$ cat config.mk
export PLATFORM = sky130hd
export DESIGN_NAME = matrix_rx_flat
export DESIGN_NICKNAME = d
export VERILOG_FILES = /design/src/rtl/matrix_rx_pkg.sv /design/src/rtl/matrix_rx_if.sv /design/src/rtl/matrix_rx_lane.sv /design/src/rtl/matrix_rx.sv /design/src/flat_wrapper.sv
export SDC_FILE = /design/constraint.sdc
export NUM_CORES = 1
export LEC_CHECK = 0
export CAP_MARGIN = 20
export CORE_MARGIN = 3
export CORE_UTILIZATION = 57
export CTS_BUF_LIST = sky130_fd_sc_hd__clkbuf_16
export DETAILED_ROUTE_END_ITERATION = 16
export GPL_TIMING_DRIVEN = 0
export PLACE_DENSITY_LB_ADDON = 0.08
export SYNTH_ARGS = -nofsm -noshare
export SYNTH_HDL_FRONTEND = slang
export SYNTH_SLANG_ARGS = --single-unit
$ cat constraint.sdc
create_clock -name clk -period 21.5 [get_ports clk]
set_clock_uncertainty 0.1 [all_clocks]
set_input_delay 4.3 -clock clk [delete_from_list [all_inputs] [get_ports clk]]
set_output_delay 4.3 -clock clk [all_outputs]
set_load 0.005 [all_outputs]
$ cat src/rtl/matrix_rx_pkg.sv
// matrix_pkg: shared constants and helpers for the LED-matrix receiver.
//   MATRIX_N      - rows/columns per chain (16)
//   COORD_W       - width of a row/column index (4)
//   CNT_W         - width of a per-chain bit counter (5, saturating at 31)
//   onehot_t      - decode result: valid flag plus bit index
//   onehot_decode - returns {valid = exactly one bit set, idx = that bit}
package matrix_pkg;

  localparam int MATRIX_N = 16;
  localparam int COORD_W  = 4;
  localparam int CNT_W    = 5;

  typedef struct packed {
    logic               valid;
    logic [COORD_W-1:0] idx;
  } onehot_t;

  // idx is only meaningful when valid is set; with several bits set it
  // reports the highest one, which callers ignore.
  function automatic onehot_t onehot_decode(input logic [MATRIX_N-1:0] v);
    onehot_t     res;
    int unsigned ones;
    res  = '0;
    ones = 0;
    for (int i = 0; i < MATRIX_N; i++) begin
      if (v[i]) begin
        ones++;
        res.idx = COORD_W'(i);
      end
    end
    res.valid = (ones == 1);
    return res;
  endfunction

endpackage

$ cat src/rtl/matrix_rx_if.sv
// matrix_rx_if: the six LED-matrix driver lines.
//   rclk/rsdi - row chain shift clock and data
//   cclk/csdi - column chain shift clock and data
//   le        - latch enable (rising edge latches both chains)
//   oeb       - output enable, active low
// master: the display driver (drives the lines); slave: the receiver.
interface matrix_rx_if;
  logic rclk;
  logic rsdi;
  logic cclk;
  logic csdi;
  logic le;
  logic oeb;

  modport master (output rclk, rsdi, cclk, csdi, le, oeb);
  modport slave  (input  rclk, rsdi, cclk, csdi, le, oeb);
endinterface

$ cat src/rtl/matrix_rx_lane.sv
// sr_rx_lane: one serial chain (row or column) of the matrix receiver.
// Synchronises the chain clock and data, detects rising edges of the
// synchronised clock, shifts data into a 16-bit register (LSB in) and
// counts shifts with a counter saturating at 31.
//   clk, reset       - system clock, asynchronous active-high reset
//   sclk, sdi        - asynchronous chain clock and data
//   clr              - clears the counter (latch in progress)
//   sr_next          - shift register value including this cycle's shift
//   cnt_next         - bit count including this cycle's shift
// The "next" values are exported so a latch coinciding with a shift
// captures the post-shift state and counts that final bit.
module sr_rx_lane
  import matrix_pkg::*;
#(
  parameter int SYNC_STAGES = 2
) (
  input  logic                clk,
  input  logic                reset,
  input  logic                sclk,
  input  logic                sdi,
  input  logic                clr,
  output logic [MATRIX_N-1:0] sr_next,
  output logic [CNT_W-1:0]    cnt_next
);

  logic [SYNC_STAGES-1:0] sclk_sync_reg;
  logic [SYNC_STAGES-1:0] sdi_sync_reg;
  logic                   sclk_prev_reg;
  logic [MATRIX_N-1:0]    sr_reg;
  logic [CNT_W-1:0]       cnt_reg;
  logic                   sclk_s;
  logic                   sdi_s;
  logic                   shift;

  // Clock and data share the same depth so they stay aligned.
  always_ff @(posedge clk or posedge reset) begin
    if (reset) begin
      sclk_sync_reg <= '0;
      sdi_sync_reg  <= '0;
      sclk_prev_reg <= 1'b0;
    end else begin
      sclk_sync_reg <= {sclk_sync_reg[SYNC_STAGES-2:0], sclk};
      sdi_sync_reg  <= {sdi_sync_reg[SYNC_STAGES-2:0], sdi};
      sclk_prev_reg <= sclk_s;
    end
  end

  assign sclk_s = sclk_sync_reg[SYNC_STAGES-1];
  assign sdi_s  = sdi_sync_reg[SYNC_STAGES-1];
  assign shift  = sclk_s & ~sclk_prev_reg;

  always_comb begin
    sr_next  = sr_reg;
    cnt_next = cnt_reg;
    if (shift) begin
      sr_next = {sr_reg[MATRIX_N-2:0], sdi_s};
      if (cnt_reg != '1) begin
        cnt_next = cnt_reg + 1'b1;
      end
    end
  end

  always_ff @(posedge clk or posedge reset) begin
    if (reset) begin
      sr_reg  <= '0;
      cnt_reg <= '0;
    end else begin
      sr_reg  <= sr_next;
      cnt_reg <= clr ? '0 : cnt_next;
    end
  end

endmodule

$ cat src/rtl/matrix_rx.sv
// matrix_rx: LED-matrix shift-register receiver.
// Oversamples the driver lines, reconstructs the latched row/column
// patterns, decodes a single lit pixel and accumulates a 16x16 frame.
//   clk, reset        - system clock, asynchronous active-high reset
//   lines             - driver lines (matrix_rx_if.slave)
//   row_q, col_q      - latched patterns, normalised so 1 = selected/lit
//   latch_stb         - one-cycle pulse when row_q/col_q update
//   len_err           - sticky: a latch saw a chain bit count != 16
//   x, y, pix_valid   - lit pixel column/row, valid while one-hot and oeb=0
//   frame_stb         - one-cycle pulse when a frame is copied to display
//   rd_x, rd_y, rd_pix- combinational display-buffer read
module matrix_rx
  import matrix_pkg::*;
#(
  parameter logic ROW_ACTIVE  = 1'b1,
  parameter logic COL_ACTIVE  = 1'b0,
  parameter int   SYNC_STAGES = 2
) (
  input  logic                clk,
  input  logic                reset,
  matrix_rx_if.slave          lines,
  output logic [MATRIX_N-1:0] row_q,
  output logic [MATRIX_N-1:0] col_q,
  output logic                latch_stb,
  output logic                len_err,
  output logic [COORD_W-1:0]  x,
  output logic [COORD_W-1:0]  y,
  output logic                pix_valid,
  output logic                frame_stb,
  input  logic [COORD_W-1:0]  rd_x,
  input  logic [COORD_W-1:0]  rd_y,
  output logic                rd_pix
);

  logic [SYNC_STAGES-1:0] le_sync_reg;
  logic [SYNC_STAGES-1:0] oeb_sync_reg;
  logic                   le_prev_reg;
  logic                   le_s;
  logic                   oeb_s;
  logic                   le_rise;

  logic [MATRIX_N-1:0]    row_sr_next;
  logic [MATRIX_N-1:0]    col_sr_next;
  logic [CNT_W-1:0]       row_cnt_next;
  logic [CNT_W-1:0]       col_cnt_next;
  logic [MATRIX_N-1:0]    row_new;
  logic [MATRIX_N-1:0]    col_new;
  onehot_t                row_new_dec;
  onehot_t                row_q_dec;
  onehot_t                col_q_dec;

  logic [COORD_W-1:0]     p_reg;
  logic                   p_valid_reg;
  logic                   frame_hit;
  logic                   wrap;

  logic [MATRIX_N-1:0]    disp_rows [MATRIX_N];

  // ---------------------------------------------------------------- lanes
  sr_rx_lane #(.SYNC_STAGES(SYNC_STAGES)) u_row_lane (
    .clk      (clk),
    .reset    (reset),
    .sclk     (lines.rclk),
    .sdi      (lines.rsdi),
    .clr      (le_rise),
    .sr_next  (row_sr_next),
    .cnt_next (row_cnt_next)
  );

  sr_rx_lane #(.SYNC_STAGES(SYNC_STAGES)) u_col_lane (
    .clk      (clk),
    .reset    (reset),
    .sclk     (lines.cclk),
    .sdi      (lines.csdi),
    .clr      (le_rise),
    .sr_next  (col_sr_next),
    .cnt_next (col_cnt_next)
  );

  // ------------------------------------------------------- le/oeb syncs
  always_ff @(posedge clk or posedge reset) begin
    if (reset) begin
      le_sync_reg  <= '0;
      oeb_sync_reg <= '0;
      le_prev_reg  <= 1'b0;
    end else begin
      le_sync_reg  <= {le_sync_reg[SYNC_STAGES-2:0], lines.le};
      oeb_sync_reg <= {oeb_sync_reg[SYNC_STAGES-2:0], lines.oeb};
      le_prev_reg  <= le_s;
    end
  end

  assign le_s    = le_sync_reg[SYNC_STAGES-1];
  assign oeb_s   = oeb_sync_reg[SYNC_STAGES-1];
  assign le_rise = le_s & ~le_prev_reg;

  // Normalise polarity so that 1 always means selected row / lit column.
  assign row_new     = row_sr_next ~^ {MATRIX_N{ROW_ACTIVE}};
  assign col_new     = col_sr_next ~^ {MATRIX_N{COL_ACTIVE}};
  assign row_new_dec = onehot_decode(row_new);

  // A row index at or below the previous one means the scan wrapped.
  assign frame_hit = le_rise & row_new_dec.valid;
  assign wrap      = p_valid_reg && (row_new_dec.idx <= p_reg);

  // ---------------------------------------------------------------- latch
  always_ff @(posedge clk or posedge reset) begin
    if (reset) begin
      row_q       <= '0;
      col_q       <= '0;
      latch_stb   <= 1'b0;
      len_err     <= 1'b0;
      frame_stb   <= 1'b0;
      p_reg       <= '0;
      p_valid_reg <= 1'b0;
    end else begin
      latch_stb <= le_rise;
      frame_stb <= frame_hit & wrap;
      if (le_rise) begin
        row_q <= row_new;
        col_q <= col_new;
        if ((row_cnt_next != CNT_W'(MATRIX_N)) ||
            (col_cnt_next != CNT_W'(MATRIX_N))) begin
          len_err <= 1'b1;
        end
      end
      if (frame_hit) begin
        p_reg       <= row_new_dec.idx;
        p_valid_reg <= 1'b1;
      end
    end
  end

  // --------------------------------------------------------------- decode
  assign row_q_dec = onehot_decode(row_q);
  assign col_q_dec = onehot_decode(col_q);

  always_ff @(posedge clk or posedge reset) begin
    if (reset) begin
      x         <= '0;
      y         <= '0;
      pix_valid <= 1'b0;
    end else begin
      if (col_q_dec.valid) begin
        x <= col_q_dec.idx;
      end
      if (row_q_dec.valid) begin
        y <= row_q_dec.idx;
      end
      pix_valid <= row_q_dec.valid & col_q_dec.valid & ~oeb_s;
    end
  end

  // ------------------------------------------------------- frame buffers
  // On a wrap every row copies acc into disp and clears, except the row
  // being latched, which takes the new column pattern.
  genvar gi;
  generate
    for (gi = 0; gi < MATRIX_N; gi++) begin : g_row
      logic [MATRIX_N-1:0] acc_reg;
      logic [MATRIX_N-1:0] disp_reg;
      logic                row_sel;

      assign row_sel = (row_new_dec.idx == COORD_W'(gi));

      always_ff @(posedge clk or posedge reset) begin
        if (reset) begin
          acc_reg  <= '0;
          disp_reg <= '0;
        end else if (frame_hit) begin
          if (wrap) begin
            disp_reg <= acc_reg;
            acc_reg  <= row_sel ? col_new : '0;
          end else if (row_sel) begin
            acc_reg <= col_new;
          end
        end
      end

      assign disp_rows[gi] = disp_reg;
    end
  endgenerate

  assign rd_pix = disp_rows[rd_y][rd_x];

endmodule

$ cat src/flat_wrapper.sv
// flat-port wrapper written by rule: the top's interface ports become plain ports
module matrix_rx_flat import matrix_pkg::*;
#(
  parameter logic ROW_ACTIVE  = 1'b1,
  parameter logic COL_ACTIVE  = 1'b0,
  parameter int   SYNC_STAGES = 2
)
  (clk, reset, row_q, col_q, latch_stb, len_err, x, y, pix_valid, frame_stb, rd_x, rd_y, rd_pix, lines_rclk, lines_rsdi, lines_cclk, lines_csdi, lines_le, lines_oeb);
  matrix_rx_if lines_i ();
  input  logic clk;
  input  logic reset;
  output logic [MATRIX_N-1:0] row_q;
  output logic [MATRIX_N-1:0] col_q;
  output logic latch_stb;
  output logic len_err;
  output logic [COORD_W-1:0] x;
  output logic [COORD_W-1:0] y;
  output logic pix_valid;
  output logic frame_stb;
  input  logic [COORD_W-1:0] rd_x;
  input  logic [COORD_W-1:0] rd_y;
  output logic rd_pix;
  input wire logic [$bits(lines_i.rclk)-1:0] lines_rclk;
  input wire logic [$bits(lines_i.rsdi)-1:0] lines_rsdi;
  input wire logic [$bits(lines_i.cclk)-1:0] lines_cclk;
  input wire logic [$bits(lines_i.csdi)-1:0] lines_csdi;
  input wire logic [$bits(lines_i.le)-1:0] lines_le;
  input wire logic [$bits(lines_i.oeb)-1:0] lines_oeb;
  assign lines_i.rclk = lines_rclk;
  assign lines_i.rsdi = lines_rsdi;
  assign lines_i.cclk = lines_cclk;
  assign lines_i.csdi = lines_csdi;
  assign lines_i.le = lines_le;
  assign lines_i.oeb = lines_oeb;
  matrix_rx #(.ROW_ACTIVE(ROW_ACTIVE), .COL_ACTIVE(COL_ACTIVE), .SYNC_STAGES(SYNC_STAGES)) u_core (.clk(clk), .reset(reset), .lines(lines_i), .row_q(row_q), .col_q(col_q), .latch_stb(latch_stb), .len_err(len_err), .x(x), .y(y), .pix_valid(pix_valid), .frame_stb(frame_stb), .rd_x(rd_x), .rd_y(rd_y), .rd_pix(rd_pix));
endmodule
==> impl_results.md, run 1 <==
* Placed Cells at 3144
* Clock Latency Late Sink at about 0.60 ns
* Area growth syn-to-layout at 12.82%
* Max cap viols at 0
* Switching share of total power at roughly 42%
* Critical path fanouts, max at 10
* Cell with the most instances after synthesis: dfrtp_1
* DRT Pass-1 Iters at 5
* Critical path buffers and inverters at 4
* Flip-flop and latch area at 15460 um2
* H-tree level count at 3
* Fraction of layout cells with a size suffix above 1 at between 20% and 30%
* DR vias at between 20000 and 25000
* Total gr overflow at 0
* CP Cell Sequence: clkbuf_1 -> clkbuf_1 -> clkbuf_1 -> mux4_2 -> mux4_2 -> mux4_2 -> mux4_2 -> clkdlybuf4s50_1
* LEAKAGE at 16.45 nW
* Drt total wl at approximately 78000 um
* Top_reg_cell synth: dfrtp_1
* I/O Pins at 61
* Global placer's final weighted congestion at roughly 0.86
* RSZ-0062 raised after global routing: no
* Max Buffers Root-to-Sink at 3
* Crit-path most repeated cell: mux4_2
* Slew @ Worst Pin at ~1.1 ns
* Hold Path Stages at 0
* Finished Layout Cells at roughly 3300
* Yosys cell types at just under 100
* Die W at between 200 and 250 um
* Run status: finished clean
* Sum Neg Setup Slack at 0 ns
* Largest net degree at the start of global routing at 44
* # setup viols final at 0
* EDFF count, synth at 0
* Die Footprint at roughly 57000 um2
* Synth Net Count at about 2400
* Sequential element share of the synthesized area at about half
* Die Y at about 240 um
* Seq pwr share at roughly a quarter
* Worst slack, placed at 7.923 ns
* Slew Limit Fails at 0
* Core area at ~53000 um2
* YS warnings at 0
* DP HPWL at approximately 57000 um
* Post-CTS Setup Bufs at 0
* Number of nets in the layout at approximately 2600
* Crit end category: primary output
* Final ANT Viol Nets at 0
* CP max stage cell: clkbuf_1
* Synth top area share at 49.92%
* Sw power at roughly 2.7 mW
* Max rail drop VDD at ~250 uV
* Filler instances at 3884
* Max incr delay on CP at around 0.9 ns
* Req. time, crit path at between 15 and 20 ns
* Final hold violations at 0
* Port-buffer cells at 56
* CTS tree: built
* R2r worst-path depth at between 60 and 70
* DRC Markers at 0
* P_int at 3.695 mW
* Cell Area, Synth at 30980 um2
* Hold_ws at 0.2454 ns
* Clk sink count at around 600
* Cells after synthesis at between 2000 and 2500
* Critical Path AT at roughly 9.1 ns
* P per Cell Area at between 150 and 200 nW/um2
* Drt wl/cell at about 24 um
* Comb power frac at a little under three fifths
* Post-CTS Hold Buffers at 0
* Area contributors post-synth: dfrtp_1, mux2_4, o2bb2ai_1
* Synth area leader: dfrtp_1
* Delay-heaviest family, CP: buffers and inverters
* Fmax achieved at 0.07405 GHz
* #FFs+latches synth at 618
* Clk network pwr share at approximately 18%
* Total track usage at between 20% and 30%
* Clk slew on worst S/H paths at roughly 0.060 ns
* Via-per-instance ratio at 6.303
* Number of buffers created by CTS at 67
* Worst Setup Start Kind: primary input
* Initial antenna violation count at 5
* Cell Rows at 84
* Vias in the first global route at 21130
* Root Driver: clkbuf_16
* Average size of a mapped cell at around 13 um2
* Fin crit period at 13.51 ns
* Hold Crit Class: reg -> reg
* Fin worst setup slack at between 7 and 8 ns
* Initial core utilization at about three fifths
* First-pass GRT wire length at approximately 120000 um
* Crit share post-route at a little over three fifths
* Detailed Route Iter0 Violations at ~1600
* Max_slew headroom at between 20% and 30%
* Post-synth top cells: dfrtp_1, o2bb2ai_1, mux2_4
* Post-synth ARST share at 100.0%
* Area of the multi-input gates at between 10000 and 15000 um2
* Crit Path Category: in -> out
* Post-CTS sizing at 0
* Cell count along the critical path at 8
-- worst reg2reg max path, delay by kind of cell (launching register included) --
| family | cells | cell delay (ns) |
|---|---|---|
| AOI/OAI and AO/OA | 15 | 2.31 |
| DFF | 1 | 0.50 |
| adders and majority gates | 14 | 4.21 |
| buffers and inverters | 8 | 1.93 |
| muxes | 2 | 0.64 |
| and+or+nand+nor | 21 | 2.99 |
| xor gates and xnor gates | 1 | 0.16 |
-- routing by layer --
metal | up-vias | track usage, % | part of all wire, %
met2 | 567 | 43.57 | 46
met1 | 10720 | 40.82 | 45
li1 | 9178 | - | -
met4 | 4 | 8.558 | 2.4
met3 | 124 | 5.307 | 6.3
met5 | - | 0 | 0.029
-- cells in the final DEF, fill, tap and decap left out, types with 32 or more instances in the layout --
master	synthesis	routed
o2bb2ai_1	227	227
inv_1	80	97
o21ai_0	67	67
ha_1	51	51
mux2i_1	42	42
clkdlybuf4s50_1	0	56
mux4_2	85	85
dfrtp_1	618	618
clkbuf_16	0	67
a21oi_1	54	54
mux2_1	41	41
mux2_4	201	201
a32o_1	33	33
nand2_1	159	159
mux2_2	32	32
xnor2_1	78	78
nand3_1	51	51
nor2_1	71	71
buf_2	36	36
clkbuf_1	77	76
xor2_1	33	33
-- cell type report --
| cell class | instances | share of cell area (%) |
|---|---|---|
| antenna | 1 | 0.007160 |
| buffer | 155 | 2.485 |
| clock buffer | 67 | 4.797 |
| clock inverter | 52 | 1.232 |
| inverter | 88 | 0.9559 |
| multi-input combinational | 1518 | 40.97 |
| sequential | 618 | 44.25 |
| tap | 688 | 2.463 |
| timing repair buffer | 80 | 2.846 |
-- logic make-up after synthesis --
group           Yosys count  synth area share (%)
simple gates            425                 6.781
flops                   618                 49.92
mux                     402                 19.98
buf+inv                 243                 3.865
compound gates          509                 12.92
fa+ha+maj                51                 2.060
xor+xnor                131                 4.483
-- power by group through the flow --
| stage | Sequential, mW | Combinational (mW) | Clock (mW) |
|---|---|---|---|
| 2_1_floorplan | 1.64 | 2.79 | 0 |
| 3_3_place_gp | 1.69 | 3.43 | 0 |
| 3_5_place_dp | 1.70 | 3.56 | 0 |
| 6_report | 1.69 | 3.60 | 1.12 |
| 5_1_grt | 1.73 | 4.00 | 1.19 |
| 4_1_cts | 1.69 | 3.58 | 1.14 |
-- path summary, 6_finish.rpt --
kind	from	to	slack (ns)
setup / recovery	rd_y[1]	rd_pix	7.99
hold / removal	u_core.u_col_lane.sclk_sync_reg[0]	u_core.u_col_lane.sclk_sync_reg[1]	0.25
setup reg to reg	u_core.u_row_lane.sclk_prev_reg	u_core.g_row[9].acc_reg[7]	8.51
hold reg to reg	u_core.u_col_lane.sclk_sync_reg[0]	u_core.u_col_lane.sclk_sync_reg[1]	0.25
max in group asynchronous	reset	u_core.g_row[5].disp_reg[2]	15.37
min in group asynchronous	reset	u_core.g_row[9].acc_reg[11]	4.00
-- stage by stage --
step	cell area (um2)	util [%]	power, mW
after global routing	34950	65.72	6.908
after CTS	34910	65.65	6.408
after detailed placement	32810	61.69	5.255
final	34950	65.72	6.405
after global placement	32400	60.93	5.121
after floorplan	30980	-	4.424
Power figures use the tool's default switching activity.
==> run 2, diff against run 1 <==
Clock period 21.5 ns to 10.97 ns, I/O delays scaled along.
==> run 2 against run 1 <==
  * Cell area is 5.0% higher
  * Core utilization is 3.3 points higher
  * Sequential cell count stayed put
  * Sequential share of layout area is 2.1 points lower
  * Non-clock buffer count is 63 higher
  * Critical path type is now reg -> reg
  * Power is 110% higher
==> impl_results.md, run 2 (synthesized netlist as in run 1, its figures left out) <==
* Req. time, crit path at 11.34 ns (-5.76 ns)
* Post-CTS Hold Buffers at 0 (unchanged)
* Via-per-instance ratio at 6.319 (+0.25%)
* Worst Setup Start Kind: register
* Critical path fanouts, max at 6 (-4)
* Crit share post-route at 97.60%
* Worst hold start: u_core.le_sync_reg[0]
* Finished Layout Cells at 3329 (+1.9%)
* Met2 Use GR at 45.29% (+1.7 points)
* Final ANT Viol Nets at 0 (unchanged)
* Fraction of layout cells with a size suffix above 1 at 26.09% (+4.6 points)
* First-pass GRT wire length at 127500 um (+2.8%)
* Number of buffers created by CTS at 67 (unchanged)
* Filler instances at 3659 (-5.8%)
* Final core utilization at 68.98% (+3.3 points)
* Root Driver: clkbuf_16
* Max incr delay on CP at 0.44 ns (-0.46 ns)
* Final hold violations at 0 (unchanged)
* Total gr overflow at 0 (unchanged)
* H-tree level count at 3 (unchanged)
* GRT busiest layer: met2
* Cell Rows at 84 (unchanged)
* Max rail drop VDD at 492.2 uV (+96%)
* Port-buffer cells at 56 (unchanged)
* I/O Pins at 61 (unchanged)
* Initial antenna violation count at 3 (-2)
* Hold_ws at 0.2456 ns (+0.0002410 ns)
* Delay-heaviest family, CP: adder cells
* Clock Latency Late Sink at 0.60 ns (about the same)
* FF-to-FF setup slack at 0.26 ns (-8.25 ns)
* Most frequent cells in the layout: dfrtp_1, o2bb2ai_1, mux2_4
* Area growth syn-to-layout at 18.41%
* Run status: finished clean
* Clk sink count at 618 (unchanged)
* Power Total at 13.69 mW (+110%)
* R2r worst-path depth at 63 (+3.3%)
* Critical R2R Launch: u_core.u_row_lane.sclk_sync_reg[1]
* # diodes at 0 (-1)
* Hold Path Stages at 0 (unchanged)
* CP max stage cell: dfrtp_2
* Crit-path most repeated cell: ha_4
* Fmax achieved at 0.09340 GHz
* Total track usage at 29.00% (+0.87 points)
* Critical path buffers and inverters at 9 (+5)
* Critical Path AT at 11.08 ns (+1.97 ns)
* Slew @ Worst Pin at 1.224 ns (+0.07717 ns)
* Global placer's final weighted congestion at 0.8593 (unchanged)
* Drt wl/cell at 24.77 um (+3.3%)
* GRT met1 Usage at 41.09% (+0.27 points)
* Drt total wl at 82470 um (+5.3%)
* LEAKAGE at 17.16 nW (+4.3%)
* Die W at 239.1 um (unchanged)
* Placed Cells at 3144 (unchanged)
* Core area at 53180 um2 (unchanged)
* P per Cell Area at 373.2 nW/um2 (+100%)
* Initial core utilization at 58.25% (unchanged)
* DP HPWL at 57220 um (unchanged)
* Max Buffers Root-to-Sink at 3 (unchanged)
* DRC Markers at 0 (unchanged)
* Detailed Route Iter0 Violations at 1706 (+5.0%)
* Number of nets in the layout at 2658 (+2.4%)
* Leading cell type in the layout, fill and taps excluded: dfrtp_1
* DR vias at 21040 (+2.2%)
* Flip-flop and latch area at 15470 um2 (about the same)
* Crit end category: register
* Max_slew headroom at 16.10% (-5.3 points)
* Crit Path Category: reg -> reg
* Area after DPL at 32810 um2 (unchanged)
* CTS tree: built
* Final instance area at 36680 um2 (+5.0%)
* Die Y at 239.1 um (unchanged)
* Fin crit period at ~11 ns
* Area of the multi-input gates at 14920 um2 (+4.2%)
* Die Footprint at 57180 um2 (unchanged)
* Max cap viols at 0 (unchanged)
* Clk slew on worst S/H paths at 0.06 ns (about the same)
* RSZ-0062 raised after global routing: yes
* # setup viols final at 0 (unchanged)
* Met3 Use GR at 6.080% (+0.77 points)
* Reg2Reg Capture Point: u_core.g_row[3].disp_reg[15]
* Largest net degree at the start of global routing at 44 (unchanged)
* Endpoint, Worst Hold: u_core.le_sync_reg[1]
* Slew Limit Fails at 0 (unchanged)
* Hold Crit Class: reg -> reg
* Vias in the first global route at 21660 (+2.5%)
* DRT Pass-1 Iters at 5 (unchanged)
## run 2: changes by cell type in the layout (fill, tap and decap cells not counted), moves of 6 or more
cell	previous run	this run
clkbuf_16	67	74
ha_1	51	42
buf_12	17	41
nand3_4	0	24
buf_6	30	18
buf_16	0	6
nand3_2	10	2
ha_4	0	9
nand3_1	51	35
buf_4	7	61
buf_8	5	15
nand2_1	159	150
buf_2	36	12
## run 2: worst register-to-register path: cells and delay by family, from the launching register on
family          cells  cell delay (ns)
flops               1             0.44
xor+xnor            1             0.13
simple gates       20             2.03
buf+inv             9             1.10
fa+ha+maj          14             3.67
compound gates     16             2.19
mux                 3             0.89
## run 2: cell type report
type | count | share of cell area, %
Multi-Input combinational cell | 1518 | 40.67
Buffer | 147 | 3.261
Clock inverter | 52 | 1.173
Clock buffer | 67 | 4.571
Inverter | 88 | 0.9175
Timing Repair Buffer | 151 | 4.895
Tap cell | 688 | 2.347
Sequential cell | 618 | 42.17
## run 2: power by group
part | leakage [nW] | switching (mW) | total (mW) | internal (mW)
logic | 7.72 | 4.47 | 8.17 | 3.70
registers | 8.35 | 0.405 | 3.32 | 2.92
clock network | 1.09 | 0.940 | 2.20 | 1.26
total | 17.2 | 5.81 | 13.7 | 7.88
## run 2: metal layers
| metal | routed length, um | share of wire, % | vias to the layer above |
|---|---|---|---|
| met2 | 38170 | 46 | 639 |
| met5 | 23 | 0.028 | - |
| met3 | 5245 | 6.4 | 142 |
| li1 | - | - | 9306 |
| met4 | 2507 | 3.0 | 4 |
| met1 | 36530 | 44 | 10950 |
## run 2: stage by stage
| step | setup WS [ns] | TNS [ns] |
|---|---|---|
| finish | 0.2632 | 0 |
| global route | -0.1976 | -33.93 |
| CTS | 0.01132 | 0 |
| detailed placement | -1.890 | -786.54 |
| global placement | -3.331 | -2562.64 |
| floorplan | 0.2027 | 0 |
## run 2: worst max-delay path by stage
stage                                    to                                from  cells after the start
2_1_floorplan   u_core.g_row[0].disp_reg[0]     u_core.u_row_lane.sclk_prev_reg                     63
3_3_place_gp    u_core.g_row[5].disp_reg[2]                               reset                      2
3_5_place_dp    u_core.g_row[9].acc_reg[10]     u_core.u_row_lane.sclk_prev_reg                     61
4_1_cts         u_core.g_row[5].disp_reg[9]     u_core.u_row_lane.sclk_prev_reg                     66
5_1_grt        u_core.g_row[4].disp_reg[15]  u_core.u_row_lane.sclk_sync_reg[1]                     64
6_report       u_core.g_row[3].disp_reg[15]  u_core.u_row_lane.sclk_sync_reg[1]                     63
## run 2: repair_timing
action / CTS / global route
setup buffers: 33 / 24
hold endpoints to repair: 0 / 0
setup endpoints to repair: 518 / 518
gates resized for setup: 152 / 90
cloned: 7 / 8
pin swaps: 20 / 31
==> run 3, diff against run 2 <==
Settings changed: MAX_ROUTING_LAYER from default to met4.
==> run 3 against run 2 <==
  * Largest cell class unchanged
  * Global-route usage rose by 0.41 points
  * Sequential power barely moved
  * Critical path depth shrank 1
  * Non-clock buffer count shrank 17
  * Power fell by 0.88%
  * Via count down 1.1%
  * Wire length decreased by 1.9%
  * Setup slack gained 0.040 ns
  * Register-to-register slack gained 0.04 ns
  * Clock-buffer cell count unchanged
  * Sequential cell count unchanged
==> impl_results.md, run 3 (synthesized netlist as in run 1, its figures left out) <==
* Run status: finished clean
* Final instance area at 36410 um2 (-0.75%)
* Fmax achieved at 0.09375 GHz (+0.37%)
* Slew Limit Fails at 0 (unchanged)
* Root Driver: clkbuf_16
* Die Footprint at 57180 um2 (unchanged)
* Fraction of layout cells with a size suffix above 1 at 26.03% (-0.060 points)
* Fin worst setup slack at 0.3029 ns (+0.03970 ns)
* DR vias at 20800 (-1.1%)
* Initial core utilization at 58.25% (unchanged)
* Worst Setup Start Kind: register
* Flip-flop and latch area at 15470 um2 (unchanged)
* Final hold violations at 0 (unchanged)
* Hold Crit Class: reg -> reg
* DRT Pass-1 Iters at 6 (+1)
* I/O Pins at 61 (unchanged)
* Post-CTS Hold Buffers at 0 (unchanged)
* Placed Cells at 3143 (-0.032%)
* DRC Markers at 0 (unchanged)
* # setup viols final at 0 (unchanged)
* Delay-heaviest family, CP: adder cells
* Drt total wl at 80890 um (-1.9%)
* Crit-path most repeated cell: ha_4
* CTS tree: built
* Max Buffers Root-to-Sink at 3 (unchanged)
* Detailed Route Iter0 Violations at 1801 (+5.6%)
* Cell Rows at 84 (unchanged)
* Number of nets in the layout at 2640 (-0.68%)
* Req. time, crit path at 11.36 ns (+0.02 ns)
* Filler instances at 3737 (+2.1%)
* Number of buffers created by CTS at 66 (-1.5%)
* Vias in the first global route at 21520 (-0.65%)
* Most frequent cells in the layout: dfrtp_1, o2bb2ai_1, mux2_4
* Core area at 53180 um2 (unchanged)
* Largest net degree at the start of global routing at 44 (unchanged)
* Fin crit period at 10.67 ns (-0.03970 ns)
* Critical path buffers and inverters at 8 (-1)
* Area growth syn-to-layout at 17.52%
* Area of the multi-input gates at 14910 um2 (about the same)
* First-pass GRT wire length at 125900 um (-1.3%)
* Max incr delay on CP at 0.44 ns (about the same)
* RSZ-0062 raised after global routing: yes
* H-tree level count at 3 (unchanged)
* Global placer's final weighted congestion at 0.8673 (+0.93%)
* Initial antenna violation count at 1 (-2)
* Die Y at 239.1 um (unchanged)
* Clk slew on worst S/H paths at 0.06 ns (about the same)
* Drt wl/cell at 24.42 um (-1.4%)
* Total gr overflow at 0 (unchanged)
* Final ANT Viol Nets at 0 (unchanged)
* P per Cell Area at 372.7 nW/um2 (-0.13%)
* Die W at 239.1 um (unchanged)
* Slew @ Worst Pin at 1.247 ns (+0.02384 ns)
* LEAKAGE at 17.00 nW (-0.94%)
* Critical Path AT at 11.06 ns (-0.02 ns)
* Finished Layout Cells at 3313 (-0.48%)
* Via-per-instance ratio at 6.278 (-0.64%)
* Max_slew headroom at 16.84% (+0.74 points)
* Crit share post-route at 97.24% (-0.36 points)
* Crit Path Category: reg -> reg
* CP max stage cell: dfrtp_2
* Hold_ws at 0.2514 ns (+0.005783 ns)
* Worst slack, placed at -1.802 ns (+0.08811 ns)
* FF-to-FF setup slack at 0.30 ns (+0.04 ns)
* Area after DPL at 32810 um2 (unchanged)
* Clk sink count at 618 (unchanged)
* Clock Latency Late Sink at 0.61 ns (about the same)
* DP HPWL at 57280 um (+0.11%)
* Total track usage at 29.41% (+0.41 points)
* Max cap viols at 0 (unchanged)
* Port-buffer cells at 56 (unchanged)
* Critical path fanouts, max at 7 (+1)
* Crit end category: register
* Leading cell type in the layout, fill and taps excluded: dfrtp_1
* Max rail drop VDD at 376.7 uV (-23%)
[run 3: per-layer routing]
| metal | share of wire, % | track usage, % |
|---|---|---|
| met2 | 46 | 43.63 |
| met1 | 45 | 41.41 |
| met5 | 0 | - |
| met3 | 6.1 | 5.688 |
| met4 | 2.9 | 9.309 |
[run 3: report_power, final]
group | switching [mW] | internal [mW]
clock network | 0.955 | 1.32
registers | 0.404 | 2.92
logic | 4.38 | 3.60
[run 3: per-stage QoR]
| step | power (mW) | utilization (%) | setup TNS [ns] |
|---|---|---|---|
| after detailed placement | 10.31 | 61.69 | -741.70 |
| after CTS | 13.11 | 67.46 | 0 |
| after global routing | 14.58 | 68.46 | -17.52 |
| final | 13.57 | 68.46 | 0 |
| after global placement | 10.05 | 60.93 | -2554.48 |
| after floorplan | 8.670 | - | 0 |
[run 3: final timing paths]
kind | endpoint | depth (start not counted) | start
worst max-delay path | u_core.g_row[3].disp_reg[14] | 62 | u_core.u_row_lane.sclk_sync_reg[1]
worst min-delay path | u_core.le_sync_reg[1] | 0 | u_core.le_sync_reg[0]
worst max register to register | u_core.g_row[3].disp_reg[14] | 62 | u_core.u_row_lane.sclk_sync_reg[1]
worst min register to register | u_core.le_sync_reg[1] | 0 | u_core.le_sync_reg[0]
max in group asynchronous | u_core.col_q[4] | 7 | reset
min in group asynchronous | u_core.u_col_lane.sclk_sync_reg[0] | 2 | reset
[run 3: final cells by class]
class                           instances  area share (%)
Clock inverter                         52           1.471
Buffer                                151           3.014
Antenna cell                            1        0.006874
Clock buffer                           67           4.605
Sequential cell                       618           42.49
Timing Repair Buffer                  130           4.179
Multi-Input combinational cell       1518           40.96
Tap cell                              688           2.365
Inverter                               88          0.9176
[run 3: timing repair]
item,CTS,global route
pin swaps,17,29
setup endpoints to repair,518,518
gates cloned,2,4
gates resized for setup,125,61
endpoints found under the hold margin,0,0
buffers inserted,27,16
